File: config.mk
export PLATFORM = sky130hd
export DESIGN_NAME = spatz_id_tracker
export DESIGN_NICKNAME = d
export VERILOG_FILES = /design/src/rtl/spatz_id_tracker.sv
export SDC_FILE = /design/constraint.sdc
export NUM_CORES = 1
export LEC_CHECK = 0
export ABC_CLOCK_PERIOD_IN_PS = 5600
export BUFFER_PORTS_ARGS = -buffer_cell sky130_fd_sc_hd__buf_2
export CORE_UTILIZATION = 51
export CTS_CLUSTER_SIZE = 10
export DETAILED_ROUTE_END_ITERATION = 8
export PLACE_DENSITY_LB_ADDON = 0.2
export SLEW_MARGIN = 20
export SYNTH_ARGS = -nofsm -noshare
export SYNTH_HDL_FRONTEND = slang
export SYNTH_HIERARCHICAL = 1
export SYNTH_SLANG_ARGS = --single-unit
export TNS_END_PERCENT = 100
File: constraint.sdc
create_clock -name clk_i -period 5.6 [get_ports clk_i]
set_clock_uncertainty 0.15 [all_clocks]
set_input_delay 1.68 -clock clk_i [delete_from_list [all_inputs] [get_ports clk_i]]
set_output_delay 1.68 -clock clk_i [all_outputs]
set_load 0.02 [all_outputs]
File: src/rtl/spatz_id_tracker.sv
// spatz_id_tracker: hands out in-flight instruction IDs to decoded requests,
// remembers which execution unit owns each ID, and retires IDs on unit
// completion responses. Back-pressures the decoder when every ID is taken.

// Per-ID slot: in-flight bit plus owning unit.
module spatz_id_slot (
  input  logic       clk_i,
  input  logic       rst_i,
  input  logic       alloc_i,
  input  logic [1:0] unit_i,
  input  logic       retire_i,
  output logic       busy_o,
  output logic [1:0] owner_o
);

  // Alloc only ever targets a free slot and retire only a busy one, so the
  // two never collide on the same slot.
  always_ff @(posedge clk_i or posedge rst_i) begin
    if (rst_i) begin
      busy_o  <= 1'b0;
      owner_o <= 2'd0;
    end else if (alloc_i) begin
      busy_o  <= 1'b1;
      owner_o <= unit_i;
    end else if (retire_i) begin
      busy_o  <= 1'b0;
    end
  end

endmodule

module spatz_id_tracker #(
  parameter  int unsigned NrIds    = 4,
  localparam int unsigned IdWidth  = $clog2(NrIds),
  localparam int unsigned CntWidth = $clog2(NrIds + 1)
) (
  input  logic                clk_i,
  input  logic                rst_i,
  input  logic                req_valid_i,
  input  logic [1:0]          req_unit_i,
  output logic                req_ready_o,
  output logic [IdWidth-1:0]  req_id_o,
  input  logic                vfu_rsp_valid_i,
  input  logic [IdWidth-1:0]  vfu_rsp_id_i,
  input  logic                vlsu_rsp_valid_i,
  input  logic [IdWidth-1:0]  vlsu_rsp_id_i,
  input  logic                vlsu_rsp_exc_i,
  input  logic                vsldu_rsp_valid_i,
  input  logic [IdWidth-1:0]  vsldu_rsp_id_i,
  input  logic                exc_clear_i,
  output logic [NrIds-1:0]    busy_o,
  output logic [3:0]          unit_busy_o,
  output logic [CntWidth-1:0] count_o,
  output logic                empty_o,
  output logic                exc_o,
  output logic                err_o
);

  typedef enum logic [1:0] {CON = 2'd0, LSU = 2'd1, SLD = 2'd2, VFU = 2'd3} ex_unit_e;

  logic [NrIds-1:0]      busy_q;
  logic [NrIds-1:0][1:0] owner_q;
  logic [CntWidth-1:0]   count_q, count_d, n_ret;
  logic                  exc_q, err_q;

  logic [NrIds-1:0]      alloc_vec, retire;
  logic [IdWidth-1:0]    alloc_id;
  logic                  is_con, accept;
  logic                  vfu_match, vlsu_match, vsldu_match;

  // Lowest free ID; free comes from registered state so a slot retiring this
  // cycle is not handed out until the next one.
  always_comb begin
    alloc_id = '0;
    for (int i = NrIds - 1; i >= 0; i--)
      if (!busy_q[i]) alloc_id = IdWidth'(i);
  end

  assign is_con      = (req_unit_i == CON);
  assign req_ready_o = is_con | ~(&busy_q);
  assign req_id_o    = alloc_id;
  assign accept      = req_valid_i & req_ready_o & ~is_con;

  // Match each response port against busy + owner; owners are unique per ID
  // so at most one port can retire a given slot.
  always_comb begin
    vfu_match   = 1'b0;
    vlsu_match  = 1'b0;
    vsldu_match = 1'b0;
    retire      = '0;
    alloc_vec   = '0;
    for (int i = 0; i < NrIds; i++) begin
      alloc_vec[i] = accept & (alloc_id == IdWidth'(i));
      if (vfu_rsp_valid_i && vfu_rsp_id_i == IdWidth'(i) && busy_q[i] && owner_q[i] == VFU) begin
        vfu_match = 1'b1;
        retire[i] = 1'b1;
      end
      if (vlsu_rsp_valid_i && vlsu_rsp_id_i == IdWidth'(i) && busy_q[i] && owner_q[i] == LSU) begin
        vlsu_match = 1'b1;
        retire[i]  = 1'b1;
      end
      if (vsldu_rsp_valid_i && vsldu_rsp_id_i == IdWidth'(i) && busy_q[i] && owner_q[i] == SLD) begin
        vsldu_match = 1'b1;
        retire[i]   = 1'b1;
      end
    end
  end

  assign n_ret   = CntWidth'(vfu_match) + CntWidth'(vlsu_match) + CntWidth'(vsldu_match);
  assign count_d = count_q + CntWidth'(accept) - n_ret;

  for (genvar g = 0; g < NrIds; g++) begin : g_slot
    spatz_id_slot u_slot (
      .clk_i    (clk_i),
      .rst_i    (rst_i),
      .alloc_i  (alloc_vec[g]),
      .unit_i   (req_unit_i),
      .retire_i (retire[g]),
      .busy_o   (busy_q[g]),
      .owner_o  (owner_q[g])
    );
  end

  // Occupancy count, sticky exception (set beats clear), one-cycle error pulse.
  always_ff @(posedge clk_i or posedge rst_i) begin
    if (rst_i) begin
      count_q <= '0;
      exc_q   <= 1'b0;
      err_q   <= 1'b0;
    end else begin
      count_q <= count_d;
      if (vlsu_match && vlsu_rsp_exc_i) exc_q <= 1'b1;
      else if (exc_clear_i)             exc_q <= 1'b0;
      err_q <= (vfu_rsp_valid_i & ~vfu_match) | (vlsu_rsp_valid_i & ~vlsu_match) |
               (vsldu_rsp_valid_i & ~vsldu_match);
    end
  end

  // Per-unit outstanding flags; CON never owns an ID.
  always_comb begin
    unit_busy_o = '0;
    for (int i = 0; i < NrIds; i++)
      if (busy_q[i] && owner_q[i] != CON) unit_busy_o[owner_q[i]] = 1'b1;
  end

  assign busy_o  = busy_q;
  assign count_o = count_q;
  assign empty_o = (count_q == '0);
  assign exc_o   = exc_q;
  assign err_o   = err_q;

`ifndef SYNTHESIS
  // Count must track the busy vector; a granted ID must be free.
  always @(posedge clk_i) begin
    if (!rst_i) begin
      assert (count_q == CntWidth'($countones(busy_q)));
      assert (!(|(alloc_vec & busy_q)));
    end
  end
`endif

endmodule

======== Word level (Yosys, flattened, before mapping) ========
Index checks and enable logic that the tools add are counted.
operators by class
  reduce and logical (&&, ||, !) cells .... 61
  add/subtract/negate cells ............... 4
  bitwise gates (word level) .............. 20
  multiplexer cells ....................... 49
  magnitude comparators ................... 8
  equality and inequality tests ........... 24
operators by type and width
  cell                                                                                  number
  1-bit logical AND                                                                     45
  1-bit two-way mux                                                                     37
  2-bit == test (second input constant)                                                 16
  2-bit nonzero test                                                                    9
  2-bit by 1-bit == test with 1-bit output (second input constant)                      8
  4-bit two-way mux                                                                     4
  2-bit by 3-bit less-than comparator with 1-bit output (second input constant)         4
  4-bit bitwise OR                                                                      3
  2-bit logical NOT                                                                     5
  1-bit bitwise AND                                                                     9
  1-bit demux with 2-bit select                                                         4
  2-bit by 1-bit greater-or-equal comparator with 1-bit output (second input constant)  4
  2-bit two-way mux                                                                     4
  1-bit inverter                                                                        5
  4-bit AND reduction                                                                   1
  2-bit by 1-bit adder with 3-bit output                                                1
  3-bit by 1-bit adder with 3-bit output                                                1
  3-bit logical NOT                                                                     1
  1-bit bitwise OR                                                                      3
  3-bit subtractor                                                                      1
  1-bit by 1-bit adder with 2-bit output                                                1
storage, ports and cells
  output and inout port bits .............. 17
  bits of input ports ..................... 16
  logic and storage cells ................. 177
  register bits after elaboration ......... 17

======== Depth between registers and ports, before layout ========
  depth in word-level cells ............... 12
  depth in mapped cells ................... 13

======== By module ========
Netlist, hierarchy kept.
modules (own cells, without submodules)
  module            cells an instance  times used  area each (um2)
  spatz_id_tracker  85                 1           673.1
  spatz_id_slot     8                  4           113.9

======== Least setup slack after synthesis ========
No wires, ideal clock.
  path kind ............................... input-to-reg
  start ................................... input vlsu_rsp_id_i[1]
  end ..................................... register count_q[2] (netlist: count_o[2])
  path buffers ............................ 0
  setup slack ............................. 1.584 ns
  stages .................................. 12
  setup time .............................. 0.080 ns
  arrival time ............................ 3.786 ns
  cells stage by stage .................... and4b_4 nor4_2 inv_2 ha_1 inv_1 fa_1 inv_1 fa_1 inv_1 ha_1 xnor2_1 xnor2_1
on the way
  word-level cells in the longest chain between the ends .. 11
  elaborated cells on any way between the ends .. 23
  classes of those cells .................. add/sub: 3; eq/ne: 3; mux: 4; reduce/logical: 13
RTL lines
  element                                     line  text
  start, declared                             46    input logic [IdWidth-1:0] vlsu_rsp_id_i,
  2-bit logical NOT                           98    if (vlsu_rsp_valid_i && vlsu_rsp_id_i == IdWidth'(i) && busy_q[i] && owner_q[i] == LSU) begin
  1-bit logical AND (3 in series)             98
  1-bit two-way mux (3 in series)             98
  1-bit two-way mux (*)                       98
  1-bit by 1-bit adder with 2-bit output (*)  109   assign n_ret = CntWidth'(vfu_match) + CntWidth'(vlsu_match) + CntWidth'(vsldu_match);
  2-bit by 1-bit adder with 3-bit output (*)  109
  3-bit subtractor (*)                        110   assign count_d = count_q + CntWidth'(accept) - n_ret;
  named net count_d[2]                        63    logic [CntWidth-1:0] count_q, count_d, n_ret;
  end signal, assigned                        131   count_q <= count_d;
  end, declared                               63
The timed path passes the listed nets; every way through them passes the cells marked *.
A chain may end at the register's enable or synchronous reset.

======== Worst setup path in the final report ========
  start ................................... input req_unit_i[1]
  end ..................................... output req_ready_o
on the way
  word-level cells in the longest chain between the ends .. 2
RTL lines
  element            line  text
  start, declared    40    input logic [1:0] req_unit_i,
  2-bit logical NOT  79    assign is_con = (req_unit_i == CON);
  1-bit bitwise OR   80    assign req_ready_o = is_con | ~(&busy_q);
  end, declared      41    output logic req_ready_o,
No other way between the ends.

==> metrics.yaml <==
status:
  status: "finished clean"
clocking:
  htreeDepth: 1
  cts_resized: 0
  clock-root-buffer: "clkbuf_4"
  cts_tree: "built"
  clock_latency_ns: 0.30
  postCtsHoldBufs: 0
  cts_setup_buffers: 0
  clkTransAtPathRegs_ns: 0.10
  clock-sinks: 17
  cts_buffers: 3
  clock_path_buffers: 2
logic_synthesis:
  async_flop_share_pct: 100
  netlist-cell-type-count: 39
  netlist.area_leader.share_pct: 37.7
  syn_avg_cell_area_um2: 9.65
  synth_cells: 117
  yosysSeqAreaShare_pct: 37.7
  synth-xor-area-share_pct: 1.55
  syn_nets: 138
  netlist_top_cells_area: "dfrtp_1, mux2_2, inv_1"
  synth-edff-count: 0
  synth_ff_type: "dfrtp_1"
  synth_fa_ha_area_share_pct: 6.87
  ys_ff_latch: 17
  synth_mux_area_share_pct: 7.98
  synth_top_family_by_area: "simple AND/OR/NAND/NOR gates"
  synth_largest_area_cell: "dfrtp_1"
  yosysWarningCount: 6
  synth-simple-area-share_pct: 29.4
  syn_area_um2: 1130
  synth_compound_area_share_pct: 10.2
floorplanning:
  coreArea_um2: 2020
  initial_core_util_pct: 55.8
  die_y_um: 49.0
  io_pins: 33
  dieArea_um2: 2400
  rows: 16
  die_w_um: 49.0
hold_path:
  hp-class: "reg2reg"
  hold_path_startpoint: "exc_o$_DFFE_PP0P_"
  whs_endpoint: "exc_o$_DFFE_PP0P_"
  hold_depth: 1
place:
  placed_area_um2: 1310
  dp_hpwl_mm: 2.12
  place.gp.congestion: 0.912
  post-place-ws_ns: 1.32
  portBuffers: 31
timing:
  hold_violations: 0
  tightestPinTransition_ns: 0.611
  max_freq_ghz: 0.252
  min_period_ns: 3.97
  rsz0062_at_grt: "false"
  maxSlewViolCount: 0
  fin_crit_sh_pct: 70.9
  relSlewSlack_pct: 58.9
  setup_tns_ns: 0
  finalSetupViolCount: 0
  setup_ws_ns: 1.63
pwr:
  p_leak_nw: 0.649
  peakVddDrop_mv: 0.308
  power.density_nw_per_um2: 541
worst_setup_path:
  worst_path_most_repeated_cell: "buf_2"
  cp_cell_sequence: "buf_2 > o21ai_0 > buf_2"
  slowest_delay_ns: 0.18
  worstPathMaxFanout: 6
  cp_slowest_cell: "buf_2"
  path_buf_inv: 2
  reg2reg_depth: 13
  r2r-start: "g_slot[1].u_slot/busy_o$_DFFE_PP0P_"
  regToRegSetupSlack_ns: 2.43
  cp_data_arrival_time_ns: 2.14
  cp-start-kind: "input pin"
  endpoint_kind: "output port"
  critPathKind: "in2out"
  reg2reg_to: "count_o[2]$_DFF_PP0_"
  crit_family: "buffers and inverters"
  crit_required_ns: 3.77
  crit_start: "req_unit_i[1]"
global_routing:
  grt_overflow_total: 0
  grt_pass1_wl_mm: 4.49
  grt_usage_pct: 24.9
  antenna_found_initial: 0
  grt_pass1_vias: 1045
  grt_max_degree: 10
route:
  wl_per_cell_um: 14.7
  drc_errors: 0
  initialDrtViolationCount: 20
  num_vias: 1012
  drt-total-wl_mm: 2.62
  drt.antenna.violating_nets: 0
  firstDrtPassIters: 4
  post_drt_via_cell_ratio: 5.69
flow_run:
  drv_cap: 0
cells_and_area:
  final_area_um2: 1340
  area_growth_pct: 18.4
  layout_commonest_cell: "buf_2"
  finalNetCount: 173
  drive_gt1_share_pct: 37.7
  insertedDiodeCount: 0
  most-common-layout-cells: "buf_2, dfrtp_1, inv_1, nand2_1, mux2_2"
state kept, by name (all words and copies together), names as in the netlist:
name,count
err_o,1
exc_o,1
count_o,3
g_slot.u_slot/owner_o,8
g_slot.u_slot/busy_o,4
power breakdown:
group / switching [mW] / internal (mW) / total [mW]
sequential: 0.0793 / 0.181 / 0.261
combinational: 0.222 / 0.173 / 0.395
clock: 0.0397 / 0.0277 / 0.0674
total: 0.341 / 0.383 / 0.723
worst max-delay path by stage:
stage	endpoint	slack, ns	depth (start not counted)
after floorplan	count_o[2]$_DFF_PP0_	1.58	12
after global routing	count_o[2]$_DFF_PP0_	1.51	13
after global placement	count_o[2]$_DFF_PP0_	1.38	13
final	req_ready_o	1.63	3
after CTS	count_o[2]$_DFF_PP0_	1.62	13
after detailed placement	count_o[2]$_DFF_PP0_	1.32	13
layer usage:
metal	vias to the layer above	share of wire [%]	track usage [%]
li1	482	-	-
met2	31	49	42.8
met5	-	0	0
met1	493	45	30.6
met3	6	4.5	4.67
met4	0	1.5	9.80
cells by family (layout without fill, tap and decap cells):
family                     count (synthesis)  count (layout)
AOI/OAI and AO/OA                         15              15
xor gates and xnor gates                   2               2
and+or+nand+nor                           52              52
adders and majority gates                  5               5
DFF                                       17              17
other                                      1               1
buffers and inverters                     17              51
muxes                                      8               8
area by class of cell:
cell class              count  area [um^2]
fillers                   183          686
multi-input cells          83          636
flip-flops and latches     17          425
repair buffers             31          155
inverters                  16         60.1
well taps                  27         33.8
clock buffers               4         26.3
metrics by stage:
step / power (mW) / cells / util [%] / hold WS [ns]
CTS: 0.725 / 178 / 66.1 / 0.369
finish: 0.723 / 178 / 66.1 / 0.364
floorplan: 0.528 / 117 / - / 0.361
global placement: 0.643 / 174 / 64.8 / 0.347
detailed placement: 0.657 / 174 / 64.8 / 0.343
global route: 0.780 / 178 / 66.1 / 0.413
Yosys cell counts (2+ instances only):
cell type and n:
dfrtp_1 17, inv_1 15, mux2_2 8, nand2_1 8, nand3_1 7, nor2_1 6, a21o_2 4, nand3b_1 4
nor3_1 4, ha_1 3, nand2b_1 3, nor4_1 3, nor4_2 3, fa_1 2, nor2b_1 2, o21ai_0 2
o22ai_1 2, or3_1 2, xnor2_1 2
(Power assumes the default switching activity.)
